--- config.mk ---
export PLATFORM = sky130hd
export DESIGN_NAME = axis_uart_tx
export DESIGN_NICKNAME = d
export VERILOG_FILES = /design/src/rtl/axis_uart_tx.sv
export SDC_FILE = /design/constraint.sdc
export NUM_CORES = 1
export LEC_CHECK = 0
export ABC_CLOCK_PERIOD_IN_PS = 2100
export CAP_MARGIN = 10
export CORE_UTILIZATION = 54
export CTS_BUF_LIST = sky130_fd_sc_hd__clkbuf_8
export DETAILED_ROUTE_END_ITERATION = 12
export GPL_ROUTABILITY_DRIVEN = 0
export GPL_TIMING_DRIVEN = 0
export PLACE_DENSITY = 0.78
export SLEW_MARGIN = 10
export SYNTH_ARGS = -nofsm -noshare
export SYNTH_HDL_FRONTEND = slang
export SYNTH_SLANG_ARGS = --single-unit
--- constraint.sdc ---
create_clock -name clock -period 2.1 [get_ports clock]
set_input_delay 0.21 -clock clock [delete_from_list [all_inputs] [get_ports clock]]
set_output_delay 0.21 -clock clock [all_outputs]
set_load 0.02 [all_outputs]
--- src/rtl/axis_uart_tx.sv ---
// AXI-stream byte sink that serialises each accepted byte as an 8N1/8N2 asynchronous frame.
// Every output comes straight from a flop, so there is no combinational path from ivalid to iready.
module axis_uart_tx #(
    parameter int BAUD_DIV  = 104,
    parameter int DIV_WIDTH = 8,
    parameter int STOP_BITS = 1
) (
    input  logic       clock,
    input  logic       resetn,
    input  logic [7:0] idata,
    input  logic       ivalid,
    output logic       iready,
    output logic       txd,
    output logic       busy
);

    typedef enum logic [1:0] {
        IDLE  = 2'd0,
        START = 2'd1,
        DATA  = 2'd2,
        STOP  = 2'd3
    } state_t;

    localparam logic [DIV_WIDTH-1:0] BAUD_LAST = DIV_WIDTH'(BAUD_DIV - 1);
    localparam logic [DIV_WIDTH-1:0] BAUD_ONE  = DIV_WIDTH'(1);
    localparam logic [DIV_WIDTH-1:0] BAUD_ZERO = DIV_WIDTH'(0);
    localparam logic [3:0]           BIT_LAST  = 4'(8 + STOP_BITS);

    if (BAUD_DIV < 2) begin : g_bad_baud_div
        $error("axis_uart_tx: BAUD_DIV must be >= 2");
    end
    if ((longint'(BAUD_DIV) - 64'sd1) >= (64'sd1 <<< DIV_WIDTH)) begin : g_bad_div_width
        $error("axis_uart_tx: DIV_WIDTH too narrow for BAUD_DIV-1");
    end
    if ((STOP_BITS != 1) && (STOP_BITS != 2)) begin : g_bad_stop_bits
        $error("axis_uart_tx: STOP_BITS must be 1 or 2");
    end

    state_t               state_r;
    state_t               state_nxt_s;
    logic [DIV_WIDTH-1:0] baud_cnt_r;
    logic [DIV_WIDTH-1:0] baud_nxt_s;
    logic [3:0]           bit_cnt_r;
    logic [3:0]           bit_nxt_s;
    logic [7:0]           shift_r;
    logic [7:0]           shift_nxt_s;
    logic                 iready_r;
    logic                 iready_nxt_s;
    logic                 txd_r;
    logic                 txd_nxt_s;
    logic                 busy_r;
    logic                 busy_nxt_s;
    logic                 accept_s;
    logic                 baud_end_s;

    assign accept_s   = ivalid & iready_r;
    assign baud_end_s = (baud_cnt_r == BAUD_LAST);

    // State, counters, shift register and the registered outputs.
    always_ff @(posedge clock or negedge resetn) begin
        if (!resetn) begin
            state_r    <= IDLE;
            baud_cnt_r <= BAUD_ZERO;
            bit_cnt_r  <= 4'd0;
            shift_r    <= 8'h00;
            iready_r   <= 1'b0;
            txd_r      <= 1'b1;
            busy_r     <= 1'b0;
        end else begin
            state_r    <= state_nxt_s;
            baud_cnt_r <= baud_nxt_s;
            bit_cnt_r  <= bit_nxt_s;
            shift_r    <= shift_nxt_s;
            iready_r   <= iready_nxt_s;
            txd_r      <= txd_nxt_s;
            busy_r     <= busy_nxt_s;
        end
    end

    // Next-state and counter sequencing; an accept always restarts the frame timing at zero.
    always_comb begin
        state_nxt_s = state_r;
        baud_nxt_s  = baud_cnt_r;
        bit_nxt_s   = bit_cnt_r;
        shift_nxt_s = shift_r;
        case (state_r)
            IDLE: begin
                if (accept_s) begin
                    state_nxt_s = START;
                    baud_nxt_s  = BAUD_ZERO;
                    bit_nxt_s   = 4'd0;
                    shift_nxt_s = idata;
                end else begin
                    state_nxt_s = IDLE;
                end
            end
            START: begin
                if (baud_end_s) begin
                    state_nxt_s = DATA;
                    baud_nxt_s  = BAUD_ZERO;
                    bit_nxt_s   = 4'd1;
                end else begin
                    baud_nxt_s = baud_cnt_r + BAUD_ONE;
                end
            end
            DATA: begin
                if (!baud_end_s) begin
                    baud_nxt_s = baud_cnt_r + BAUD_ONE;
                end else if (bit_cnt_r == 4'd8) begin
                    state_nxt_s = STOP;
                    baud_nxt_s  = BAUD_ZERO;
                    bit_nxt_s   = 4'd9;
                end else begin
                    baud_nxt_s  = BAUD_ZERO;
                    bit_nxt_s   = bit_cnt_r + 4'd1;
                    shift_nxt_s = {1'b0, shift_r[7:1]};
                end
            end
            STOP: begin
                if (!baud_end_s) begin
                    baud_nxt_s = baud_cnt_r + BAUD_ONE;
                end else if (bit_cnt_r != BIT_LAST) begin
                    baud_nxt_s = BAUD_ZERO;
                    bit_nxt_s  = bit_cnt_r + 4'd1;
                end else if (accept_s) begin
                    state_nxt_s = START;
                    baud_nxt_s  = BAUD_ZERO;
                    bit_nxt_s   = 4'd0;
                    shift_nxt_s = idata;
                end else begin
                    state_nxt_s = IDLE;
                    baud_nxt_s  = BAUD_ZERO;
                    bit_nxt_s   = 4'd0;
                end
            end
            default: begin
                state_nxt_s = IDLE;
                baud_nxt_s  = BAUD_ZERO;
                bit_nxt_s   = 4'd0;
                shift_nxt_s = 8'h00;
            end
        endcase
    end

    // Output values for the coming cycle, derived from where the FSM is about to be.
    always_comb begin
        txd_nxt_s    = 1'b1;
        busy_nxt_s   = 1'b0;
        iready_nxt_s = 1'b0;
        case (state_nxt_s)
            IDLE: begin
                txd_nxt_s    = 1'b1;
                busy_nxt_s   = 1'b0;
                iready_nxt_s = 1'b1;
            end
            START: begin
                txd_nxt_s    = 1'b0;
                busy_nxt_s   = 1'b1;
                iready_nxt_s = 1'b0;
            end
            DATA: begin
                txd_nxt_s    = shift_nxt_s[0];
                busy_nxt_s   = 1'b1;
                iready_nxt_s = 1'b0;
            end
            STOP: begin
                txd_nxt_s  = 1'b1;
                busy_nxt_s = 1'b1;
                if ((bit_nxt_s == BIT_LAST) && (baud_nxt_s == BAUD_LAST)) begin
                    iready_nxt_s = 1'b1;
                end else begin
                    iready_nxt_s = 1'b0;
                end
            end
            default: begin
                txd_nxt_s    = 1'b1;
                busy_nxt_s   = 1'b0;
                iready_nxt_s = 1'b0;
            end
        endcase
    end

    assign iready = iready_r;
    assign txd    = txd_r;
    assign busy   = busy_r;

endmodule
After elaboration in Yosys (flattened, before gate mapping)
Index checks and enable logic that the tools add are counted.
{"block": "word_totals", "regBits": 25, "inputBits": 11, "elab_cells": 62, "output_inout_bits": 3}
{"block": "op_classes", "muxes": 27, "n_bitwise": 1, "n_eq_ne": 15, "reduce_logical": 9, "n_addsub": 2}
{"op": "two-way mux 8 bit", "count": 7}
{"op": "two-way mux 4 bit", "count": 6}
{"op": "case mux 8 bit (3 select lines)", "count": 1}
{"op": "equality test 8 x 7 -> 1 bit (second input constant)", "count": 2}
{"op": "case mux 4 bit (4 select lines)", "count": 1}
{"op": "case mux 8 bit (2 select lines)", "count": 1}
{"op": "two-way mux 2 bit", "count": 5}
{"op": "adder 8 x 1 -> 8 bit (second input constant)", "count": 1}
{"op": "equality test 2 bit (second input constant)", "count": 4}
{"op": "equality test 4 bit (second input constant)", "count": 2}
{"op": "inequality test 2 bit (second input constant)", "count": 4}
{"op": "case mux 2 bit (4 select lines)", "count": 1}
{"op": "case mux 1 bit (3 select lines)", "count": 2}
{"op": "OR reduction 3 bit", "count": 2}
{"op": "AND reduction 5 bit", "count": 1}
{"op": "adder 4 x 1 -> 4 bit (second input constant)", "count": 1}
{"op": "equality test 2 x 1 -> 1 bit (second input constant)", "count": 2}
{"op": "zero test 2 bit", "count": 2}
{"op": "inequality test 4 bit (second input constant)", "count": 1}
{"op": "OR reduction 2 bit", "count": 2}
{"op": "nonzero test 3 bit", "count": 1}
{"op": "two-way mux 1 bit", "count": 2}
{"op": "case mux 1 bit (2 select lines)", "count": 1}
{"op": "bitwise AND 1 bit", "count": 1}
{"op": "logical AND 1 bit", "count": 1}

Longest topological paths before layout
Gate-level depths: netlist of the first run.
{"block": "logic_depth", "depth_word": 8, "depth_mapped": 11, "mapped_depth_nobuf": 11}

Worst setup path before layout of the first run
No wires, ideal clock.
{"block": "synth_timing", "path_kind": "register to register", "from": "register baud_cnt_r[3]", "to": "register iready_r (netlist: iready)", "path_buffers": 0, "setup_time_ps": 95, "period_less_slack_ps": 2363, "stages_incl_launch_ff": 11, "t_arrival_ps": 2267, "required_time_ps": 2005, "path_slack_ps": -263, "cell_sequence": "dfrtp_1 -> or3_4 -> nor2_8 -> a21oi_1 -> or2_2 -> inv_1 -> ha_1 -> and2_1 -> and4_1 -> nand4b_1 -> o32ai_2"}
{"block": "synth_between", "word_cells_on_any_way": 23, "classes_between": "1 x add/sub; 6 x eq/ne; 13 x mux; 3 x reduce/logical"}
{"element": "start, declared", "line": "41", "source": "logic [DIV_WIDTH-1:0] baud_cnt_r;"}
{"element": "start signal, assigned", "line": "71", "source": "baud_cnt_r <= baud_nxt_s;"}
{"element": "equality test 8 x 7 -> 1 bit (*)", "line": "57", "source": "assign baud_end_s = (baud_cnt_r == BAUD_LAST);"}
{"element": "two-way mux 2 bit (on tied branches)", "line": "120, 107, 98"}
{"element": "case mux 2 bit (4 select lines) (*)", "line": "86", "source": "case (state_r)"}
{"element": "named net state_nxt_s[1]", "line": "40", "source": "state_t state_nxt_s;"}
{"element": "equality test 2 bit or equality test 2 x 1 -> 1 bit (tied branches)", "line": "150", "source": "case (state_nxt_s)"}
{"element": "OR reduction 2 bit (no line)"}
{"element": "case mux 1 bit (3 select lines) (*)", "line": "150"}
{"element": "named net iready_nxt_s", "line": "48", "source": "logic iready_nxt_s;"}
{"element": "end signal, assigned", "line": "74", "source": "iready_r <= iready_nxt_s;"}
{"element": "end, declared", "line": "47", "source": "logic iready_r;"}
Mark *: on every way through the listed nets, which the timed path passes. The rest lies on a longest branch.
A chain may end at the register's enable or synchronous reset.

Final worst setup path of the first run
{"block": "layout_timing", "from": "register baud_cnt_r[4]", "to": "register iready_r (netlist: iready)"}
The elaborated chain is that of the path after synthesis.

==> flow_summary.json, run 1 <==
{
  "required_ns": 2.29,
  "fill_cells": 197,
  "path_clk_slew_ns": 0.08,
  "pin_count": 14,
  "design.core.area_um2": 2810,
  "timing.setup.tns_ns": -0.276,
  "status": "complete, but fails checks",
  "cpPeakStageDelay_ns": 0.42,
  "synth_compound_area_share_pct": 23.5,
  "seqCellArea_um2": 633,
  "drv_slew": 0,
  "cts.sinks": 25,
  "drtIter0Drc": 94,
  "synth_edf_count": 0,
  "ys_warn_count": 0,
  "syn2layout_area_growth_pct": 28.3,
  "layout_common_cells": "26 x nand2_1, 23 x buf_4, 19 x dfrtp_1",
  "setup_violations": 1,
  "maxSlewHeadroom_pct": 63.7,
  "synth_seq_area_share_pct": 38.7,
  "synth_cells": 171,
  "multi_input_area_um2": 991,
  "viasPerCell": 6.12,
  "whs_ns": 0.443,
  "grt_pass1_vias": 1349,
  "peakVddDrop_uv": 676,
  "critPathArrivalTime_ns": 2.57,
  "critical-path-top-delay-family": "simple AND/OR/NAND/NOR gates",
  "die_y_um": 56.8,
  "start_kind": "flop",
  "ys_async_sr_fraction_pct": 100,
  "fp-row-count": 19,
  "cp_num_buf_inv": 1,
  "grt_usage_pct": 26.1,
  "clock-root-buffer": "clkbuf_8",
  "synth_xor_xnor_area_share_pct": 0.541,
  "clk_latency_ns": 0.27,
  "wl_mm": 4.04,
  "cts_max_path_buffers": 2,
  "final_area_um2": 2080,
  "crit_path_end_kind": "flop",
  "leakagePower_nw": 0.934,
  "pre_cts_ws_ns": -0.341,
  "rsz0062_at_grt": "yes",
  "start_util_pct": 57.8,
  "drc": 0,
  "hp-class": "in2async",
  "fin_skew_ns": 0.00125,
  "die_area_um2": 3220,
  "wl_per_cell_um": 16.7,
  "crit_fanout": 5,
  "fmax_ghz": 0.421,
  "numCtsBuffers": 3,
  "hold_viol_final": 0,
  "synth_fa_ha_area_share_pct": 6.95,
  "die_x_um": 56.8,
  "final_layout_size_suffix_gt1_share_pct": 31.8,
  "dpl_cell_area_um2": 1800,
  "grt_start_max_net_pins": 26,
  "crit_type": "reg2reg",
  "detail-route-antenna-nets": 0,
  "port_buffers": 13,
  "fin_ws_ns": -0.276,
  "period_needed_ns": 2.38,
  "max_cap_violations": 0,
  "p_total_mw": 1.93,
  "synth_area_um2": 1620,
  "synthSimpleGateAreaFrac_pct": 24.6,
  "fin_nets": 232,
  "grt_pass1_wl_mm": 6.40,
  "htreeDepth": 1,
  "ys_ff_latch": 25,
  "violations": "negative setup slack",
  "critical_path.cell_chain": "or3_4 -> nor2_8 -> a311oi_2 -> a31o_2 -> inv_2 -> ha_4 -> and2_4 -> and4_1 -> nand4b_1 -> o32ai_2",
  "yosys-mux-area-fraction_pct": 1.85,
  "diodes": 0,
  "vias": 1482,
  "fin_crit_sh_pct": 113,
  "tritoncts": "built",
  "place_hpwl_mm": 2.69,
  "tightest_slew_ns": 0.545,
  "drt_first_pass_iters": 4,
  "cp_slowest_cell": "dfrtp_2",
  "p_per_area_nw_per_um2": 927,
  "synth_ff_type": "dfrtp_1",
  "layout_commonest_cell": "nand2_1",
  "synth_area_per_cell_um2": 9.48,
  "synthesis.nets": 191,
  "grt_overflow_total": 0,
  "antenna_found_initial": 0,
  "synth.distinct_cells": 56,
  "synth_top_family_by_area": "simple AND/OR/NAND/NOR gates"
}
-- where the power goes --
group	switching, mW	total [mW]	internal, mW
Sequential	0.142	0.776	0.634
Clock	0.157	0.288	0.131
Combinational	0.434	0.863	0.428
Total	0.733	1.93	1.19
-- through the flow --
stage          instances  utilization (%)
6_report             242             74.1
5_1_grt              242             74.1
4_1_cts              228             68.7
3_5_place_dp         215             64.3
3_3_place_gp         215             64.3
2_1_floorplan        171                -
-- sequential cells by signal (all words and copies together) (netlist names) --
name        cells
baud_cnt_r      8
shift_r         8
bit_cnt_r       4
state_r         2
busy            1
iready          1
txd             1
-- worst paths after layout --
path,startpoint,endpoint,slack (ns),cells past startpoint
worst max-delay path,baud_cnt_r[4],iready,-0.28,10
worst min-delay path,resetn,bit_cnt_r[3],0.44,2
worst max register to register,baud_cnt_r[4],iready,-0.28,10
worst min register to register,shift_r[5],shift_r[5],0.49,2
max in group asynchronous,resetn,bit_cnt_r[1],1.27,2
min in group clock,shift_r[5],shift_r[5],0.49,2
-- Yosys cell counts, types with 3 or more instances --
| library cell | number | area (um^2) |
|---|---|---|
| buf_2 | 3 | 15.0 |
| a21oi_1 | 10 | 50.1 |
| nand2_1 | 26 | 97.6 |
| dfrtp_1 | 24 | 601 |
| a22oi_1 | 7 | 52.6 |
| nor3_1 | 4 | 20.0 |
| ha_1 | 9 | 113 |
| nor2_1 | 4 | 15.0 |
| o21ai_0 | 9 | 45.0 |
| a21o_1 | 4 | 30.0 |
| inv_1 | 8 | 30.0 |
| nand3_1 | 5 | 25.0 |
| mux2i_1 | 3 | 30.0 |
-- cell type report --
type | instances | area share, %
plain buffers | 6 | 1.68
well taps | 31 | 1.87
flip-flops and latches | 25 | 30.4
clock buffers | 3 | 1.99
clock inverters | 1 | 0.181
multi-input cells | 132 | 47.7
repair buffers | 36 | 14.6
inverters | 8 | 1.56
-- layer usage --
layer  global-route usage, %  wire length (um)  up-vias
met3                    4.38               265       12
li1                        -                 -      706
met5                       0                 0        -
met2                    37.6              1890       63
met1                    38.5              1780      701
met4                    11.5               109        0
-- logic make-up (layout without fill, tap and decap cells) --
kind of cell | Yosys count | in the layout
simple gates | 66 | 66
compound gates | 53 | 53
flops | 25 | 25
buf+inv | 14 | 54
fa+ha+maj | 9 | 9
mux | 3 | 3
xor+xnor | 1 | 1
-- repair_timing --
action	in CTS	in global routing
endpoints found under the setup margin	1	8
resized for setup	5	14
pin swaps	5	8
hold buffers	0	1
endpoints found under the hold margin	0	24
setup buffers	9	13
(Power assumes the default switching activity.)
==> run 2: changes to the inputs <==
- SLEW_MARGIN: 10 -> not set
==> run 2 against run 1 <==
The flow still finishes with violations (negative setup slack). Clock skew about the same. Core utilization is 0.80 points higher. Non-clock buffer count did not move. Global-route usage unchanged. Total power up 0.31%. Sequential power hardly changed. Via count decreased by 0.34%. Largest cell class unchanged. Sequential share of layout area down 0.33 points. Clock-buffer cell count did not move. Clock power about the same. Sequential cell count is the same.
==> flow_summary.json, run 2 (same netlist as run 1, synthesis figures left out) <==
{
  "status": "complete, but fails checks",
  "violations": "negative setup slack",
  "diodes": 0,
  "clock-root-buffer": "clkbuf_8",
  "fin_nets": 232,
  "design.core.area_um2": 2810,
  "hp-class": "in2async",
  "fin_skew_ns": 0.00130,
  "drtIter0Drc": 87,
  "vias": 1477,
  "reg.largest.list": "baud_cnt_r x8, shift_r x8, bit_cnt_r x4",
  "grt_pass1_wl_mm": 6.40,
  "tritoncts": "built",
  "htreeDepth": 1,
  "place_hpwl_mm": 2.69,
  "grt_busiest_layer": "met1",
  "die_x_um": 56.8,
  "drc": 0,
  "leakagePower_nw": 0.942,
  "maxSlewHeadroom_pct": 69.9,
  "finalNonFillerCells": 242,
  "numCtsBuffers": 3,
  "die_area_um2": 3220,
  "required_ns": 2.29,
  "critPathArrivalTime_ns": 2.56,
  "cpPeakStageDelay_ns": 0.42,
  "hold_viol_final": 0,
  "timing.setup.tns_ns": -0.271,
  "period_needed_ns": 2.37,
  "start_kind": "flop",
  "crit_path_end_kind": "flop",
  "start_util_pct": 57.8,
  "setup_violations": 1,
  "wl_mm": 4.04,
  "drt_first_pass_iters": 4,
  "layout_commonest_cell": "nand2_1",
  "crit_type": "reg2reg",
  "antenna_found_initial": 0,
  "detail-route-antenna-nets": 0,
  "syn2layout_area_growth_pct": 29.7,
  "final_area_um2": 2100,
  "fin_crit_sh_pct": 113,
  "rsz0062_at_grt": "yes",
  "tightest_slew_ns": 0.450,
  "die_y_um": 56.8,
  "cts_max_path_buffers": 2,
  "whs_ns": 0.225,
  "crit_fanout": 5,
  "hold_buffers": 0,
  "grt_pass1_vias": 1349,
  "grt_usage_pct": 26.1,
  "wl_per_cell_um": 16.7,
  "grt_start_max_net_pins": 26,
  "viasPerCell": 6.10,
  "critical_path.cell_chain": "or3_4 -> nor2_8 -> a311oi_2 -> a31o_2 -> inv_2 -> ha_4 -> and2_4 -> and4_1 -> nand4b_1 -> o32ai_2",
  "cp_slowest_cell": "dfrtp_2",
  "dpl_cell_area_um2": 1800,
  "port_buffers": 13,
  "p_per_area_nw_per_um2": 919,
  "dp_cells": 215,
  "layout_common_cells": "26 x nand2_1, 23 x buf_4, 19 x dfrtp_1",
  "clk_latency_ns": 0.28,
  "max_cap_violations": 0,
  "globalRouteMet2Util_pct": 37.6,
  "pin_count": 14,
  "final_layout_size_suffix_gt1_share_pct": 31.8,
  "met1_usage_pct": 38.5,
  "utilization_pct": 74.9,
  "path_clk_slew_ns": 0.08,
  "fin_ws_ns": -0.271,
  "met3_usage_pct": 4.38,
  "fmax_ghz": 0.422,
  "grt_overflow_total": 0,
  "cts.sinks": 25,
  "drv_slew": 0,
  "fp-row-count": 19,
  "peakVddDrop_uv": 673
}
-- run 2: worst max-delay path: cells and delay by family, from the launching register on --
family	cells	cell delay [ns]
compound gates	3	0.64
fa+ha+maj	1	0.13
buf+inv	1	0.09
flops	1	0.42
simple gates	5	1.01
-- run 2: metal layers --
metal  share of wire, %  routed length [um]
met4                2.6                 106
met5                  0                   0
met3                5.7                 229
met2                 47                1900
met1                 45                1810
-- run 2: worst paths after layout --
path,start,to,slack [ns],cells after the start
min reg2reg,shift_r[5],shift_r[5],0.49,2
min,resetn,bit_cnt_r[3],0.22,1
max in group asynchronous,resetn,txd,1.37,2
max reg2reg,baud_cnt_r[4],iready,-0.27,10
min in group clock,shift_r[5],shift_r[5],0.49,2
max,baud_cnt_r[4],iready,-0.27,10
-- run 2: where the power goes --
group | switching (mW) | internal (mW)
Clock | 0.157 | 0.131
Sequential | 0.143 | 0.634
Combinational | 0.435 | 0.433
-- run 2: through the flow --
| stage | total power, mW | setup WS (ns) |
|---|---|---|
| 6_report | 1.93 | -0.271 |
| 5_1_grt | 2.05 | -0.341 |
| 4_1_cts | 1.81 | -0.270 |
| 3_5_place_dp | 1.44 | -0.341 |
| 3_3_place_gp | 1.40 | -0.287 |
| 2_1_floorplan | 1.25 | -0.0461 |
-- run 2: area by class of cell --
cell class	count	area [um^2]
timing repair buffer	36	327
clock buffer	3	41.3
sequential	25	633
buffer	6	35.0
tap	31	38.8
fill	196	703
inverter	8	32.5
clock inverter	1	3.75
multi-input combinational	132	991
-- run 2: timing repair --
item | in CTS | in global routing
pin swaps | 5 | 8
setup buffers | 9 | 13
setup endpoints to repair | 1 | 8
gates resized for setup | 5 | 14
cloned | 0 | 0
